==> src/rtl/coin_acceptor.sv <==
// Coin sensor front end: synchronises and debounces the five/ten sensors, then emits one
// registered coin code (or a reject pulse) per insertion, with release and hold-off guards.
module coin_acceptor #(
  parameter int unsigned DEBOUNCE_CYCLES = 16,
  parameter int unsigned GAP_CYCLES      = 4,
  parameter int unsigned CNT_W           = 5
) (
  input  logic       clk,
  input  logic       rst,
  input  logic       sense_five,
  input  logic       sense_ten,
  output logic [1:0] coin,
  output logic       reject,
  output logic       busy,
  output logic [7:0] accepted_cnt
);

  typedef enum logic [2:0] {
    StIdle,
    StQual,
    StEmit,
    StWaitRel,
    StGap
  } state_e;

  localparam logic [CNT_W-1:0] DebLast = CNT_W'(DEBOUNCE_CYCLES - 1);
  localparam logic [CNT_W-1:0] GapLast = CNT_W'(GAP_CYCLES - 1);

  state_e           state_q, state_d;
  logic [1:0]       sync1_q, sync2_q;
  logic [1:0]       pat_q, pat_d;
  logic [CNT_W-1:0] cnt_q, cnt_d;
  logic [1:0]       coin_q, coin_d;
  logic             reject_q, reject_d;
  logic [7:0]       acc_q, acc_d;
  logic [1:0]       s;

  // Bit 1 is the ten sensor, bit 0 the five sensor; each bit has its own 2-flop chain.
  assign s = sync2_q;

  always_ff @(posedge clk or posedge rst) begin
    if (rst) begin
      sync1_q  <= 2'b00;
      sync2_q  <= 2'b00;
      state_q  <= StIdle;
      pat_q    <= 2'b00;
      cnt_q    <= '0;
      coin_q   <= 2'b00;
      reject_q <= 1'b0;
      acc_q    <= 8'd0;
    end else begin
      sync1_q  <= {sense_ten, sense_five};
      sync2_q  <= sync1_q;
      state_q  <= state_d;
      pat_q    <= pat_d;
      cnt_q    <= cnt_d;
      coin_q   <= coin_d;
      reject_q <= reject_d;
      acc_q    <= acc_d;
    end
  end

  always_comb begin
    state_d  = state_q;
    pat_d    = pat_q;
    cnt_d    = cnt_q;
    coin_d   = 2'b00;
    reject_d = 1'b0;
    acc_d    = acc_q;
    case (state_q)
      StIdle: begin
        if (s != 2'b00) begin
          state_d = StQual;
          pat_d   = s;
          cnt_d   = '0;
        end
      end
      StQual: begin
        if (s == 2'b00) begin
          state_d = StIdle;
          cnt_d   = '0;
        end else if (s != pat_q) begin
          pat_d = s;
          cnt_d = '0;
        end else if (cnt_q == DebLast) begin
          // Outputs are loaded on entry so they are valid for exactly the EMIT cycle.
          state_d = StEmit;
          cnt_d   = '0;
          case (pat_q)
            2'b01: begin
              coin_d = 2'b01;
              acc_d  = acc_q + 8'd1;
            end
            2'b10: begin
              coin_d = 2'b11;
              acc_d  = acc_q + 8'd1;
            end
            default: reject_d = 1'b1;
          endcase
        end else begin
          cnt_d = cnt_q + 1'b1;
        end
      end
      StEmit: begin
        state_d = StWaitRel;
        cnt_d   = '0;
      end
      StWaitRel: begin
        if (s != 2'b00) begin
          cnt_d = '0;
        end else if (cnt_q == DebLast) begin
          state_d = StGap;
          cnt_d   = '0;
        end else begin
          cnt_d = cnt_q + 1'b1;
        end
      end
      StGap: begin
        if (cnt_q == GapLast) begin
          state_d = StIdle;
          cnt_d   = '0;
        end else begin
          cnt_d = cnt_q + 1'b1;
        end
      end
      default: begin
        state_d = StIdle;
        cnt_d   = '0;
      end
    endcase
  end

  assign coin         = coin_q;
  assign reject       = reject_q;
  assign busy         = (state_q != StIdle);
  assign accepted_cnt = acc_q;

endmodule

==> config.mk <==
export PLATFORM = sky130hd
export DESIGN_NAME = coin_acceptor
export DESIGN_NICKNAME = d
export VERILOG_FILES = /design/src/rtl/coin_acceptor.sv
export SDC_FILE = /design/constraint.sdc
export NUM_CORES = 1
export LEC_CHECK = 0
export BUFFER_PORTS_ARGS = -buffer_cell sky130_fd_sc_hd__buf_4
export CAP_MARGIN = 20
export CORE_MARGIN = 2
export CORE_UTILIZATION = 56
export DETAILED_ROUTE_END_ITERATION = 16
export PLACE_DENSITY = 0.77
export SYNTH_ARGS = -nofsm -noshare
export SYNTH_HDL_FRONTEND = slang
export SYNTH_SLANG_ARGS = --single-unit
==> constraint.sdc <==
create_clock -name clk -period 2 [get_ports clk]
set_clock_uncertainty 0.2 [all_clocks]
set_input_delay 0.1 -clock clk [delete_from_list [all_inputs] [get_ports clk]]
set_output_delay 0.1 -clock clk [all_outputs]
set_load 0.03 [all_outputs]
Yosys cells after proc, flatten, opt, wreduce, memory -nomap -nowiden
Index checks and enable logic that the tools add are counted.
W data, S select, Z words.

word-level totals
  register bits after elaboration = 25
  latch bits = 0
  RAM bits = 0
  memory bits (read-only) = 0
  output and inout port bits = 12
  word-level logic and storage cells = 67
  memories kept = 0

operators by class
  add/subtract/negate cells = 2
  $mul = 0
  div/mod/pow operators = 0
  magnitude comparators = 0
  eq/ne operators = 17
  shift operators = 0
  multiplexer cells = 29
  bitwise operators = 2
  reductions and logical operators = 9

operators with widths
  kind                   count
  $mux W5                6
  $mux W3                7
  $pmux W5 S4            1
  $pmux W3 S5            1
  $mux W2                7
  $ne A2 B2 Y1 const B   6
  $add A8 B1 Y8 const B  1
  $pmux W2 S2            2
  $eq A3 B2 Y1 const B   2
  $ne A3 B3 Y1 const B   2
  $reduce_and A6 Y1      1
  $add A5 B1 Y5 const B  1
  $eq A5 B2 Y1 const B   1
  $eq A5 B4 Y1 const B   1
  $mux W1                5
  $reduce_and A5 Y1      1
  $reduce_and A4 Y1      1
  $reduce_bool A2 Y1     2
  $eq A3 B1 Y1 const B   1
  $eq A3 B3 Y1 const B   1
  $logic_not A3 Y1       1
  $reduce_bool A3 Y1     1
  $eq A2 B1 Y1 const B   1
  $eq A2 B2 Y1 const B   1
  4 further kinds        5

Logic depth before layout (Yosys ltp)
  depth after elaboration = 7
  depth in mapped cells = 5
  depth with buffers taken out = 5

Worst setup path after synthesis
No wires, ideal clock.

  kind = reg-to-reg
  start point = register pat_q[0]
  end point = register acc_q[7] (netlist: accepted_cnt[7])
  setup time = 0.080 ns
  arrival time = 1.544 ns
  data required time = 1.720 ns
  slack = 0.175 ns
  cell stages (with the launch flop) = 6
  buffers on the path = 0
  cells stage by stage = dfrtp_1 -> inv_1 -> ha_1 -> or3_1 -> nor3_1 -> xor2_1

between the ends
  word-level cells in the longest chain between the ends = 3
  elaborated cells between the ends (all ways) = 6
  classes of those cells = 3 x eq/ne; 1 x bitwise; 2 x reduce/logical

RTL lines
  element                                                          line  text
  start: declaration                                               31    logic [1:0] pat_q, pat_d;
  start signal: assignment                                         55    pat_q <= pat_d;
  $eq A2 B2 Y1, or another cell as far along                       89    case (pat_q)
  $reduce_or A2 Y1 (no source line) or $not A1 Y1 (tied branches)  --
  $reduce_and A5 Y1 (no source line) (*)                           --
  end signal: assignment                                           50    acc_q <= 8'd0;
  end signal: assignment                                           59    acc_q <= acc_d;
  end: declaration                                                 35    logic [7:0] acc_q, acc_d;

Every way passes the cells marked *; elsewhere a longest branch is shown, timed or not.
A chain may end at the register's enable or synchronous reset.

Worst setup path in the final report
  start point = register cnt_q[0]
  end point = register acc_q[1] (netlist: accepted_cnt[1])

between the ends
  word-level cells in the longest chain between the ends = 2

RTL lines
  element                             line  text
  start: declaration                  32    logic [CNT_W-1:0] cnt_q, cnt_d;
  start signal: assignment            56    cnt_q <= cnt_d;
  $eq A5 B4 Y1                        85    end else if (cnt_q == DebLast) begin
  $reduce_and A5 Y1 (no source line)  --

No other way between the ends.

==> impl_results.md <==
- Area grow syn2layout: 18.6%
- Final #Nets: 147
- Sequential cell area fraction in the yosys report: 48.1%
- Register bit total from synthesis: 25
- Top_reg_cell synth: dfrtp_1
- Slew at the pin closest to its max-slew limit: 333 ps
- Final WL: 2220 um
- Critical setup path kind: register to register
- Vias: 915
- CTS tree: yes
- Mean Syn Cell Area: 11.7 um^2
- Mapped cell area: 1300 um^2
- Total Power Consumption: 0.835 mW
- Post-DRT Antenna Nets: 0
- EDFF count, synth: 0
- Final cell count without fillers: 165
- HPWL after DPL: 1700 um
- Vias in the first global route: 885
- # DRC: 0
- Num CTS Buffers: 3
- Final worst-path cycle share: 93.2%
- # diodes: 0
- Total core area: 2210 um^2
- Post-synth cell types: 41
- YS warnings: 0
- Slew Limit Headroom: 77.8%
- Most common cell after layout, fill and taps aside: dfrtp_1
- Max clock buf depth: 2
- IO Count: 16
- Placed instance count: 158
- RePlAce Congestion: 0.803
- CP Launch Type: register
- Rows: 17
- Clk root buf: clkbuf_4
- Final min period: 1860 ps
- Most frequent cells in the layout: dfrtp_1, buf_4, xor2_1, nand2_1
- Die height: 52.2 um
- Fmax: 537 MHz
- Port bufs: 15
- CP Capture Type: register
- Status: finished, final reports clean
- First-pass GRT wire length: 3970 um
- Worst min-delay path category: register to register
- Final Max Slew Viols: 0
- FFs w/ async S/R, synth: 100%
- Worst-skew pair later-pin latency: 310 ps
- Final core area utilization: 69.7%
- H-tree depth: 1
- First drt pass iteration count: 4
- Worst-path fanout max: 5
- Overall routing resource usage: 19.8%
- Critical path arrival: 1870 ps
- RSZ-0062 raised after global routing: false
- Largest net degree at the start of global routing: 26
- Worst-path clk slew: 120 ps
- Starting Density: 58.8%
- Power per cell area: 541 nW/um^2
- Starting DRT DRC Count: 11
- Syn nets: 120
- Via density: 5.55
- Postcts setup bufs: 0
- Hold Vio Cnt, Final: 0
- Setup violators final: 0
- Initial antenna violation count: 0
- Worst vdd ir: 0.000472 V
- Remaining global-route overflow: 0
- Critical Path RT: 2010 ps
- P_leak: 0.724 nW
- Wirelength per Cell: 13.4 um
- Gate count after technology mapping: 111
- Die X: 52.2 um
- Max cap viols: 0
- Die area: 2730 um^2
- Sink Count: 25
- Layout cells sized above 1: 32.8%
- Setup tns final: 0 ps
per-layer routing:
metal  vias to the layer above  GRT usage, %  part of all wire [%]
met5                         -             0                     0
met4                         0          5.13                   1.1
met3                         4          4.29                   4.2
met2                        26          30.8                    46
met1                       433          28.1                    49
li1                        452             -                     -
flip-flops by register name, indices dropped and copies added, names as in the netlist:
name,cells
pat_q,2
sync1_q,2
coin,2
cnt_q,5
state_q,3
s,2
reject,1
accepted_cnt,8
per-stage QoR:
step                      setup slack [ps]  hold WS [ps]  instance area, um^2
final                                  136           163                 1540
after global placement                97.9         -29.9                 1480
after floorplan                        175         -72.7                 1300
after CTS                             84.8           164                 1540
after global routing                  21.0           179                 1540
after detailed placement               109         -19.0                 1480
cells in the mapped netlist, drive strengths merged, types with 2 or more instances:
| cell type | instances | area, um^2 |
|---|---|---|
| buf | 2 | 15.0 |
| nor3 | 3 | 26.3 |
| or3 | 2 | 17.5 |
| or2 | 2 | 12.5 |
| mux2 | 2 | 22.5 |
| xnor2 | 2 | 32.5 |
| a21oi | 4 | 23.8 |
| and2 | 3 | 18.8 |
| nand3 | 6 | 30.0 |
| dfrtp | 25 | 626 |
| nand4 | 3 | 48.8 |
| o21ai | 6 | 30.0 |
| nor4 | 4 | 50.1 |
| nand3b | 2 | 15.0 |
| nor2 | 6 | 25.0 |
| ha | 5 | 62.6 |
| xor2 | 7 | 61.3 |
| nand2 | 8 | 37.5 |
| inv | 6 | 22.5 |
worst max-delay path, stage by stage, from the launching register on:
cell and delay [ps]:
dfrtp_2 410, ha_1 170, and4b_4 300, nand4_4 140
nor3_4 190, mux2_1 340
kinds of logic (layout without fill, tap and decap cells):
logic type      Yosys count  count (layout)  synth area share, %
compound gates           17              17                 8.94
simple gates             45              45                 26.3
xor+xnor                  9               9                 7.21
fa+ha+maj                 5               5                 4.81
flops                    25              25                 48.1
mux                       2               2                 1.73
buf+inv                   8              34                 2.88
power breakdown:
group	total (mW)	internal [mW]	switching [mW]
Combinational	0.0890	0.0387	0.0504
Clock	0.217	0.0780	0.139
Sequential	0.529	0.516	0.0130
Total	0.835	0.633	0.202
what timing repair did:
action / in CTS / in global routing
endpoints found under the setup margin: 0 / 4
gates resized for setup: 0 / 3
endpoints found under the hold margin: 27 / 0
hold buffers: 3 / 0
final timing paths:
check	slack [ps]	depth (start not counted)	endpoint	startpoint
max in group asynchronous	1160	4	cnt_q[0]	rst
worst max-delay path	140	5	accepted_cnt[1]	cnt_q[0]
worst min register to register	160	0	s[0]	sync1_q[0]
worst max register to register	140	5	accepted_cnt[1]	cnt_q[0]
min in group asynchronous	190	4	state_q[0]	rst
worst min-delay path	160	0	s[0]	sync1_q[0]
layout make-up:
class,count,area (um^2)
Fill cell,167,669
Multi-Input combinational cell,78,643
Sequential cell,25,628
Timing Repair Buffer,24,188
Tap cell,28,35.0
Clock buffer,4,26.3
Inverter,6,22.5
Power figures use the tool's default switching activity.
